**src/rtl/hdmi_timing_ctrl.sv**
```systemverilog
// Video raster timing generator feeding three TMDS encoders; pixel request registered, data/ctrl lag it by 2 cycles.
// No backpressure: upstream must supply i_pixel_rgb the cycle after each o_pixel_req.
module hdmi_timing_ctrl #(
  parameter int H_ACTIVE = 640,
  parameter int H_FP     = 16,
  parameter int H_SYNC   = 96,
  parameter int H_BP     = 48,
  parameter int V_ACTIVE = 480,
  parameter int V_FP     = 10,
  parameter int V_SYNC   = 2,
  parameter int V_BP     = 33,
  parameter int SYNC_POL = 0
) (
  input  logic        i_clk,
  input  logic        i_rst_n,
  input  logic        i_enable,
  input  logic [23:0] i_pixel_rgb,
  output logic        o_pixel_req,
  output logic [9:0]  o_x,
  output logic [9:0]  o_y,
  output logic        o_frame_start,
  output logic        o_blanking,
  output logic [1:0]  o_ctrl_ch0,
  output logic [1:0]  o_ctrl_ch1,
  output logic [1:0]  o_ctrl_ch2,
  output logic [7:0]  o_data_ch0,
  output logic [7:0]  o_data_ch1,
  output logic [7:0]  o_data_ch2
);

  localparam int H_TOTAL = H_ACTIVE + H_FP + H_SYNC + H_BP;
  localparam int V_TOTAL = V_ACTIVE + V_FP + V_SYNC + V_BP;
  localparam int HW      = $clog2(H_TOTAL);
  localparam int VW      = $clog2(V_TOTAL);

  localparam logic [HW-1:0] H_LAST = HW'(H_TOTAL - 1);
  localparam logic [VW-1:0] V_LAST = VW'(V_TOTAL - 1);

  localparam logic SYNC_ON  = (SYNC_POL != 0) ? 1'b1 : 1'b0;
  localparam logic SYNC_OFF = ~SYNC_ON;

  localparam logic [0:0] S_IDLE = 1'b0;
  localparam logic [0:0] S_RUN  = 1'b1;

  logic [0:0]    state;
  logic [HW-1:0] h;
  logic [VW-1:0] v;

  logic run, h_act, v_act, h_sync_on, v_sync_on, pix;

  logic hs0, vs0;
  logic req1, hs1, vs1;

  // Leaving RUN is only possible on the last pixel of a frame, so a frame is never cut short.
  always_ff @(posedge i_clk or negedge i_rst_n) begin
    if (!i_rst_n) begin
      state <= S_IDLE;
      h     <= '0;
      v     <= '0;
    end else if (state == S_IDLE) begin
      h <= '0;
      v <= '0;
      if (i_enable) state <= S_RUN;
    end else if (h == H_LAST) begin
      h <= '0;
      if (v == V_LAST) begin
        v <= '0;
        if (!i_enable) state <= S_IDLE;
      end else begin
        v <= v + 1'b1;
      end
    end else begin
      h <= h + 1'b1;
    end
  end

  assign run       = (state == S_RUN);
  assign h_act     = int'(h) < H_ACTIVE;
  assign v_act     = int'(v) < V_ACTIVE;
  assign h_sync_on = (int'(h) >= H_ACTIVE + H_FP) && (int'(h) < H_ACTIVE + H_FP + H_SYNC);
  assign v_sync_on = (int'(v) >= V_ACTIVE + V_FP) && (int'(v) < V_ACTIVE + V_FP + V_SYNC);
  assign pix       = run && h_act && v_act;

  always_ff @(posedge i_clk or negedge i_rst_n) begin
    if (!i_rst_n) begin
      o_pixel_req   <= 1'b0;
      o_x           <= '0;
      o_y           <= '0;
      o_frame_start <= 1'b0;
      hs0           <= SYNC_OFF;
      vs0           <= SYNC_OFF;
    end else begin
      o_pixel_req   <= pix;
      o_x           <= pix ? 10'(h) : 10'd0;
      o_y           <= pix ? 10'(v) : 10'd0;
      o_frame_start <= run && (h == '0) && (v == '0);
      hs0           <= (run && h_sync_on) ? SYNC_ON : SYNC_OFF;
      vs0           <= (run && v_sync_on) ? SYNC_ON : SYNC_OFF;
    end
  end

  // Middle stage covers the upstream read latency so rgb and its control word leave together.
  always_ff @(posedge i_clk or negedge i_rst_n) begin
    if (!i_rst_n) begin
      req1 <= 1'b0;
      hs1  <= SYNC_OFF;
      vs1  <= SYNC_OFF;
    end else begin
      req1 <= o_pixel_req;
      hs1  <= hs0;
      vs1  <= vs0;
    end
  end

  always_ff @(posedge i_clk or negedge i_rst_n) begin
    if (!i_rst_n) begin
      o_blanking <= 1'b1;
      o_ctrl_ch0 <= {SYNC_OFF, SYNC_OFF};
      o_data_ch0 <= '0;
      o_data_ch1 <= '0;
      o_data_ch2 <= '0;
    end else begin
      o_blanking <= ~req1;
      o_ctrl_ch0 <= {vs1, hs1};
      o_data_ch2 <= req1 ? i_pixel_rgb[23:16] : 8'h00;
      o_data_ch1 <= req1 ? i_pixel_rgb[15:8]  : 8'h00;
      o_data_ch0 <= req1 ? i_pixel_rgb[7:0]   : 8'h00;
    end
  end

  assign o_ctrl_ch1 = 2'b00;
  assign o_ctrl_ch2 = 2'b00;

endmodule

```
**config.mk**
```make
export PLATFORM = sky130hd
export DESIGN_NAME = hdmi_timing_ctrl
export DESIGN_NICKNAME = d
export VERILOG_FILES = /design/src/rtl/hdmi_timing_ctrl.sv
export SDC_FILE = /design/constraint.sdc
export NUM_CORES = 1
export LEC_CHECK = 0
export CORE_MARGIN = 2
export CORE_UTILIZATION = 35
export CTS_BUF_LIST = sky130_fd_sc_hd__clkbuf_4
export DETAILED_ROUTE_END_ITERATION = 8
export GPL_ROUTABILITY_DRIVEN = 0
export PLACE_DENSITY_LB_ADDON = 0.1
export SLEW_MARGIN = 20
export SYNTH_ARGS = -nofsm -noshare
export SYNTH_HDL_FRONTEND = slang
export SYNTH_SLANG_ARGS = --single-unit
```
**constraint.sdc**
```tcl
create_clock -name i_clk -period 2.6 [get_ports i_clk]
set_input_delay 0.78 -clock i_clk [delete_from_list [all_inputs] [get_ports i_clk]]
set_output_delay 0.78 -clock i_clk [all_outputs]
set_load 0.1 [all_outputs]
```
==> impl_metrics.toml, run 1 <==
[timing]
finalCriticalPeriod_ns = 2.08
max_slew_margin_pct = 56.8
finalWorstSetupSlack_ns = 0.523
tns_ns = 0
hold_viol = 0
worst_pin_slew_ns = 0.648
fin_worst_skew_ns = 0.0164
maxSlewViolCount = 0
finalSetupViolCount = 0
timing.final.crit_share_pct = 79.9
rsz0062_at_grt = "no"
holdWs_ns = 0.350
max_freq_ghz = 0.481

[cts]
cts_tree = "yes"
htreeDepth = 3
cts_max_path_buffers = 2
ctsHoldBuffers = 0
cts_made_buffers = 9
cts-root-buf = "clkbuf_4"
cts.repair.resized = 0
insertion_delay_ns = 0.41
postCtsSetupRepairBufs = 0
cts.sink_count = 75
path_clk_slew_ns = 0.13

[cells_and_area]
syn_to_final_growth_pct = 30.8
fin_area_mm2 = 0.00381
fillCellCount = 740
final_util_pct = 46.8
drive_gt1_share_pct = 24.4
multi_input_area_um2 = 925
finish.net_count = 350
seq_area_mm2 = 0.00189
num_antenna_cells = 0

[placement]
dp_slack_ns = 0.550
dp_hpwl_um = 4120
io_buffer_count = 75
place_area_mm2 = 0.00362

[yosys]
synth_edf_count = 0
synth.distinct_cells = 43
ys_seq_elements = 75
postSynthCellCount = 243
synth_seq_area_share_pct = 64.8
ys_warn_count = 0
syn_area_mm2 = 0.00291
syn-mean-instance-area_um2 = 12.0
synth_async_sr_flop_share_pct = 100
ys.flop_type = "dfrtp_1"

[detailed_routing]
drt_iter0_markers = 36
via_per_inst = 4.64
wl_um = 5840
dr_total_vias = 1991
first_pass_iters = 4
drc = 0
ant_nets = 0
wl_per_cell_um = 13.6

[setup_path]
worstPathArrival_ns = 2.40
crit_required_ns = 2.93
crit_fanout = 14
startpoint_type = "register"
crit_type = "register to register"
critPathCaptureType = "register"

[global_route]
grt.total_usage_pct = 13.7
grt_pass1_vias = 1911
grt_pass1_wl_um = 9400
antenna_found_initial = 0
gr-total-overflow = 0
grt_max_degree = 54

[job]
cap_violations = 0

[pwr]
power.density_mw_per_mm2 = 624
ir_drop_v = 0.000235
p_leak_nw = 1.75

[die]
die_w_um = 95.2
core_mm2 = 0.00813
die-area_mm2 = 0.00906
io_pins = 80
die_h_um = 95.2
fp-row-count = 33
start_util_pct = 35.8

[run_status]
status = "completed"

[hold_path]
hold_class = "register to register"
## synthesized netlist by cell type, drive strengths merged (7+ instances only)
master,number,area [µm²]
and2,39,244
clkbuf,10,37.5
nor3,9,45.0
dfrtp,68,1700
buf,7,51.3
nand2,13,48.8
nor2,12,45.0
dfstp,7,184
inv,7,26.3
nand3,10,50.1
## critical path, stage by stage, from the launching register on
cell and delay, ns:
dfrtp_1 0.42, ha_1 0.26, nand4_2 0.15, or3_4 0.48, or4_1 0.52, a31oi_1 0.17
## cells by family (layout without fill, tap and decap cells)
group	after synthesis	in the layout	synth area share [%]
adder cells (fa/ha/maj)	4	4	1.72
AO/OA/AOI/OAI	22	22	5.29
flip-flops	75	75	64.8
XOR/XNOR	7	7	2.11
other	1	5	0.129
AND/OR/NAND/NOR	110	110	22.0
buffers and inverters	24	101	3.96
## power breakdown
part | internal [mW] | switching, mW | total [mW] | leakage, nW
Sequential | 1.19 | 0.00541 | 1.19 | 0.926
Clock | 0.501 | 0.399 | 0.900 | 0.0968
Combinational | 0.0700 | 0.213 | 0.283 | 0.727
Total | 1.76 | 0.617 | 2.37 | 1.75
## per-stage QoR
stage,instances,total power [mW]
after floorplan,247,1.40
after global placement,413,1.50
after detailed placement,413,1.50
after CTS,429,2.41
after global routing,429,2.48
final,429,2.37
## sequential cells by signal, indices dropped and copies added (netlist names), 2 cells and up
name and count:
o_data_ch1 8, v 10, o_y 10, h 10, o_x 10, o_data_ch0 8, o_data_ch2 8, o_ctrl_ch0 2
## path summary, 6_finish.rpt
kind                         start             to  slack, ns  cells past startpoint
max                           h[0]           v[9]       0.52                      5
max in group asynchronous  i_rst_n  o_data_ch0[5]       1.58                      2
min reg2reg                    vs0            vs1       0.35                      0
max reg2reg                   h[0]           v[9]       0.52                      5
min                            vs0            vs1       0.35                      0
min in group asynchronous  i_rst_n  o_data_ch2[2]       0.37                      1
## final cells by class
type / count / share of cell area [%]
clock buffer: 10 / 1.97
tap: 105 / 3.45
clock inverter: 6 / 3.02
sequential: 75 / 49.5
inverter: 7 / 0.690
timing repair buffer: 78 / 17.0
multi-input combinational: 148 / 24.3
## cell usage in the layout, fill, tap and decap left out, types with 3 or more instances in the layout
cell type and instances:
or4_1 4, dfstp_2 7, nor2_1 12, buf_4 53, o41ai_1 3, o21ai_0 4
nand4_1 3, bufinv_16 3, nand3_1 10, nand2_1 13, clkdlybuf4s50_1 25, nor4_1 3
and2_1 39, clkbuf_4 10, conb_1 5, dfrtp_1 68, a21oi_1 3, ha_1 4
inv_1 7, xor2_1 3, xnor2_1 4, nor3_1 9, o211ai_1 4
## layer usage
metal	vias to the layer above	share of wire (%)	wire, µm	GRT usage [%]
met1	945	46	2690	18.5
met3	9	9.1	529	4.19
li1	970	-	-	-
met5	-	0	0	0
met2	67	44	2540	20.9
met4	0	1.3	76	4.71
Note: power is estimated with default switching activity, not from simulation.
==> inputs of run 2 (changes only) <==
==> constraint.sdc (replaced) <==
create_clock -name i_clk -period 1.9 [get_ports i_clk]
set_input_delay 0.57 -clock i_clk [delete_from_list [all_inputs] [get_ports i_clk]]
set_output_delay 0.57 -clock i_clk [all_outputs]
set_load 0.1 [all_outputs]
==> run 2 against run 1 <==
Global-route usage rose by 1.6 points. Clock-buffer cell count fell by 1. Final area grew 21%. Utilization up 10 points. Sequential power increased by 39%. Largest power group unchanged. Highest routed layer unchanged.
==> impl_metrics.toml, run 2 (synthesis results as in run 1) <==
[run_status]
status = "completed"

[die]
die-area_mm2 = 0.00906
core_mm2 = 0.00813
start_util_pct = 35.8
io_pins = 80
fp-row-count = 33
die_h_um = 95.2
die_w_um = 95.2

[cts]
htreeDepth = 3
path_clk_slew_ns = 0.13
insertion_delay_ns = 0.42
cts-root-buf = "clkbuf_4"
cts.sink_count = 75
cts_max_path_buffers = 2
cts_made_buffers = 9
cts_tree = "yes"

[setup_path]
worstPathArrival_ns = 2.19
crit_chain = "ha_2 > nand4_2 > or3_4 > or4_1 > a21oi_1"
crit_path_max_incr_delay_ns = 0.51
critPathCaptureType = "register"
slowest_stage = "or4_1"
crit_fanout = 7
crit_required_ns = 2.24
startpoint_type = "register"
crit_type = "register to register"

[timing]
hold_viol = 0
worst_pin_slew_ns = 0.544
max_freq_ghz = 0.541
max_slew_margin_pct = 63.7
rsz0062_at_grt = "yes"
finalSetupViolCount = 0
maxSlewViolCount = 0
fin_worst_skew_ns = 0.0117
holdWs_ns = 0.0385
finalCriticalPeriod_ns = 1.85
timing.final.crit_share_pct = 97.3

[job]
cap_violations = 0

[pwr]
power.density_mw_per_mm2 = 764
switching_power_uw = 924
swShare_pct = 26.2
internal-power_mw = 2.61
ir_drop_v = 0.000335
combPwrFrac_pct = 13.1
p_clk_share_pct = 40.3
power_frac_seq_pct = 46.6
p_leak_nw = 2.05

[cells_and_area]
final_common_cell = "dfrtp_1"
layout_common_cells = "68 x dfrtp_1, 51 x buf_12, 39 x and2_1, 25 x clkdlybuf4s50_1, 22 x buf_4"
fin_area_mm2 = 0.00462
final_util_pct = 56.8
finish.net_count = 370
fillCellCount = 648
syn_to_final_growth_pct = 58.8
num_antenna_cells = 0
drive_gt1_share_pct = 29.1

[detailed_routing]
wl_per_cell_um = 14.1
via_per_inst = 4.64
ant_nets = 0
drt_iter0_markers = 34
wl_um = 6350
drc = 0
dr_total_vias = 2083
first_pass_iters = 4

[global_route]
grt.total_usage_pct = 15.3
grt_max_degree = 30
gr-total-overflow = 0
antenna_found_initial = 0
grt_pass1_vias = 1992
grt_pass1_wl_um = 10400

[placement]
dp_hpwl_um = 4580
io_buffer_count = 75
place_area_mm2 = 0.00438

[hold_path]
hold_class = "input port to asynchronous set/reset pin"
run 2: cell count changes in the layout (fill, tap and decap cells not counted), sizes merged:
| cell | before | now |
|---|---|---|
| buf | 53 | 73 |
| bufinv | 3 | 4 |
| inv | 7 | 9 |
| clkbuf | 10 | 9 |
| clkinv | 2 | 0 |
run 2: per-stage QoR:
| step | power (mW) | TNS, ns | setup WS, ns | std cells |
|---|---|---|---|---|
| finish | 3.53 | 0 | 0.0514 | 449 |
| global route | 3.68 | -0.134 | -0.0720 | 449 |
| CTS | 3.57 | 0 | 0.0345 | 447 |
| detailed placement | 2.14 | 0 | 0.0127 | 430 |
| global placement | 2.14 | 0 | 0.0808 | 430 |
| floorplan | 1.92 | 0 | 0.0437 | 247 |
run 2: layout make-up:
type | count | area (µm²) | share of cell area [%]
clock buffers | 9 | 67.6 | 1.46
clock inverters | 7 | 148 | 3.19
inverters | 7 | 26.3 | 0.568
multi-input cells | 148 | 927 | 20.1
flip-flops and latches | 75 | 1890 | 40.8
well taps | 105 | 131 | 2.84
repair buffers | 98 | 1440 | 31.1
run 2: power groups by stage:
| stage | registers [mW] | logic (mW) | clock network, mW |
|---|---|---|---|
| floorplan | 1.86 | 0.0583 | 0 |
| global placement | 1.68 | 0.466 | 0 |
| detailed placement | 1.68 | 0.468 | 0 |
| CTS | 1.65 | 0.469 | 1.45 |
| global route | 1.65 | 0.483 | 1.55 |
| finish | 1.65 | 0.464 | 1.42 |
run 2: worst paths after layout:
check	end	slack (ns)	start	cells after the start
max	v[8]	0.05	h[1]	5
max reg2reg	v[8]	0.05	h[1]	5
min	o_data_ch2[5]	0.04	i_rst_n	1
min reg2reg	o_ctrl_ch0[0]	0.36	hs1	0
max in group asynchronous	o_ctrl_ch0[1]	1.35	i_rst_n	2
min in group i_clk	o_ctrl_ch0[0]	0.36	hs1	0
run 2: worst max-delay path: cells and delay by family, from the launching register on:
family,cells,cell delay [ns]
flops,1,0.38
compound gates,1,0.14
simple gates,3,1.05
fa+ha+maj,1,0.20
run 2: metal layers:
metal | global-route usage, % | up-vias | wire length [µm]
li1 | - | 1011 | -
met4 | 6.88 | 0 | 99
met3 | 4.58 | 8 | 485
met1 | 20.5 | 993 | 2900
met5 | 0 | - | 0
met2 | 22.8 | 71 | 2870
run 2: repair_timing:
item | 4_1_cts | 5_1_grt
hold endpoints to repair | 0 | 0
pin swaps | 0 | 7
setup buffers | 1 | 2
endpoints found under the setup margin | 2 | 3
hold buffers | 0 | 0
resized for setup | 0 | 1
==> RTL change 1 (settings of run 2) <==
`H_ACTIVE`: 640 -> 1280.
--- a/src/rtl/hdmi_timing_ctrl.sv
+++ b/src/rtl/hdmi_timing_ctrl.sv
@@ -1,7 +1,7 @@
 // Video raster timing generator feeding three TMDS encoders; pixel request registered, data/ctrl lag it by 2 cycles.
 // No backpressure: upstream must supply i_pixel_rgb the cycle after each o_pixel_req.
 module hdmi_timing_ctrl #(
-  parameter int H_ACTIVE = 640,
+  parameter int H_ACTIVE = 1280,
   parameter int H_FP     = 16,
   parameter int H_SYNC   = 96,
   parameter int H_BP     = 48,
Behaviour: no difference found for any inputs over 10 cycles, from zero or initial values and one cycle with i_rst_n low; that may be too few to reach the edited logic, so the function may still have changed.
==> RTL change 1 against run 2 <==
Via count decreased by 1.4%. Critical endpoint is now v[7]. Wire length shrank 1.2%. Worst hold slack better by 0.066 ns. Design area fell by 2.0%. Global-route usage fell by 0.12 points. Sequential cell count grew 1. Final cell count fell by 0.22%. Setup slack better by 0.12 ns. Critical path depth is 1 higher. Clock power fell by 23%. Total power down 8.8%. Synthesized area up 1.2%.
==> RTL change 1: results <==
{
  "cp.arrival_ns": 2.08,
  "routedWlPerCell_um": 14.00,
  "critPathMaxStageDelay_ns": 0.42,
  "whs_ns": 0.1049,
  "netlist_top_cells_count": "dfrtp_1, and2_1, nand2_1, nor2_1",
  "area_share_nonclk_buffers_pct": 29.78,
  "preCtsSetupSlack_ns": 0.1429,
  "gr-usage-met3_pct": 5.560,
  "regToRegSetupSlack_ns": 0.17,
  "grt_pass1_vias": 2090,
  "ys_seq_area_share_pct": 64.84,
  "use_met1_pct": 21.00,
  "syn_area_per_cell_sq_um": 11.93,
  "outcome": "finished, final reports clean",
  "p_clk_mw": 1.09,
  "multi_input_gates": 155,
  "clock_skew_ns": 0.01661,
  "power_frac_comb_pct": 14.3,
  "nonClockInverterCount": 8,
  "met2_usage_pct": 22.03,
  "synthMuxAreaShare_pct": 0.3397,
  "cp_max_fo": 5,
  "swShare_pct": 27.27,
  "ir_worst_vdd_uv": 294.4,
  "reg2reg_to": "v[7]",
  "slowest_stage": "dfrtp_1",
  "grt_max_degree": 54,
  "track_usage_pct": 15.16,
  "synth.distinct_cells": 37,
  "synth_xor_area_share_pct": 2.675,
  "place_area_sq_um": 4362,
  "nets": 369
}
-- RTL change 1: cell families after synthesis --
| family | count (synthesis) |
|---|---|
| DFF | 76 |
| adders and majority gates | 4 |
| and+or+nand+nor | 114 |
| buffers and inverters | 20 |
| other | 1 |
| AOI/OAI and AO/OA | 22 |
| xor gates and xnor gates | 9 |
| muxes | 1 |
-- RTL change 1: worst max path at each step --
| stage | start | endpoint | slack [ns] |
|---|---|---|---|
| floorplan | h[0] | v[2] | 0.27 |
| global placement | h[0] | v[9] | 0.19 |
| detailed placement | h[0] | v[6] | 0.14 |
| CTS | h[0] | v[6] | 0.11 |
| global route | v[7] | run | 0.009 |
| finish | h[0] | v[7] | 0.17 |
-- RTL change 1: metal layers --
layer  part of all wire [%]  vias to the layer above
li1                       -                      997
met1                     48                      965
met2                     44                       87
met3                    7.6                        4
met4                   0.88                        0
met5                      0                        -
==> RTL change 2 (config.mk and constraints of run 2) <==
Without the edit above. Reset style: synchronous (`i_rst_n`), changed in 4 clocked blocks.
--- a/src/rtl/hdmi_timing_ctrl.sv
+++ b/src/rtl/hdmi_timing_ctrl.sv
@@ -52,7 +52,7 @@
   logic req1, hs1, vs1;
 
   // Leaving RUN is only possible on the last pixel of a frame, so a frame is never cut short.
-  always_ff @(posedge i_clk or negedge i_rst_n) begin
+  always_ff @(posedge i_clk) begin
     if (!i_rst_n) begin
       state <= S_IDLE;
       h     <= '0;
@@ -81,7 +81,7 @@
   assign v_sync_on = (int'(v) >= V_ACTIVE + V_FP) && (int'(v) < V_ACTIVE + V_FP + V_SYNC);
   assign pix       = run && h_act && v_act;
 
-  always_ff @(posedge i_clk or negedge i_rst_n) begin
+  always_ff @(posedge i_clk) begin
     if (!i_rst_n) begin
       o_pixel_req   <= 1'b0;
       o_x           <= '0;
@@ -100,7 +100,7 @@
   end
 
   // Middle stage covers the upstream read latency so rgb and its control word leave together.
-  always_ff @(posedge i_clk or negedge i_rst_n) begin
+  always_ff @(posedge i_clk) begin
     if (!i_rst_n) begin
       req1 <= 1'b0;
       hs1  <= SYNC_OFF;
@@ -112,7 +112,7 @@
     end
   end
 
-  always_ff @(posedge i_clk or negedge i_rst_n) begin
+  always_ff @(posedge i_clk) begin
     if (!i_rst_n) begin
       o_blanking <= 1'b1;
       o_ctrl_ch0 <= {SYNC_OFF, SYNC_OFF};
Check against the original RTL: differs if i_rst_n is asserted again (counterexample within 4 cycles, from zero or initial values and one cycle with i_rst_n low); with i_rst_n held inactive, the same outputs for 10 cycles.
==> RTL change 2 against run 2 <==
Via count decreased by 2.4%. Sequential cell count unchanged. Global-route usage decreased by 0.31 points. Wire length decreased by 12%. Combinational power decreased by 33%. Setup slack improved by 0.0061 ns. Design area decreased by 8.4%. Total power decreased by 18%. Synthesized area decreased by 13%. Largest cell class unchanged. Largest power group unchanged.
==> RTL change 2: results <==
{
  "p_clk_mw": 0.967,
  "p_switching_mw": 0.7541,
  "sh_seq_area_pct": 35.58,
  "route.met2.wl_mm": 2.536,
  "async_flop_share_pct": 0,
  "netlist_top_cells_count": "dfxtp_1, and3_1, and2_1, nor2_1, nand3_1",
  "nFillCells": 590,
  "p_per_area_nw_per_um2": 682.5,
  "synth.distinct_cells": 32,
  "final_layout_size_suffix_gt1_share_pct": 30.14,
  "leakagePower_nw": 1.728,
  "drtIter0Drc": 68,
  "slowest_stage": "or4_4",
  "nonClockBufferCount": 106,
  "grt_max_degree": 33,
  "use_met1_pct": 19.25,
  "outcome": "finished, final reports clean",
  "multi_input_gates": 151,
  "die_w_um": 89,
  "clkbuf_count": 10,
  "critPathMaxStageDelay_ns": 0.58,
  "max-slew-margin-rel_pct": 59.82,
  "vias": 2034,
  "crit_end": "v[8]",
  "synthAdderAreaFrac_pct": 1.979,
  "fin_cells": 451,
  "synth_xor_area_share_pct": 3.810,
  "dpl.cell_count": 432,
  "clock_skew_ns": 0.009943,
  "cp_max_fo": 3,
  "rr_startpoint": "h[0]",
  "track_usage_pct": 14.98
}
-- RTL change 2: how the worst min path moves through the flow --
stage | start | to | slack [ns] | depth (start not counted)
global route | hs0 | hs1 | 0.45 | 1
global placement | vs0 | vs1 | 0.39 | 1
CTS | hs0 | hs1 | 0.41 | 1
detailed placement | hs1 | o_ctrl_ch0[0] | 0.40 | 1
floorplan | hs0 | hs1 | 0.39 | 1
finish | hs0 | hs1 | 0.41 | 1
-- RTL change 2: per-stage QoR --
| stage | setup slack, ns | utilization, % |
|---|---|---|
| final | 0.05748 | 61.30 |
| after global routing | -0.005880 | 61.30 |
| after CTS | 0.03808 | 60.76 |
| after detailed placement | -0.1110 | 58.62 |
| after global placement | -0.08797 | 58.62 |
| after floorplan | -0.06170 | - |
-- RTL change 2: repair_timing --
item | 4_1_cts | 5_1_grt
setup buffers | 1 | 2
pin swaps | 0 | 5
endpoints found under the setup margin | 5 | 16
gates resized for setup | 0 | 6
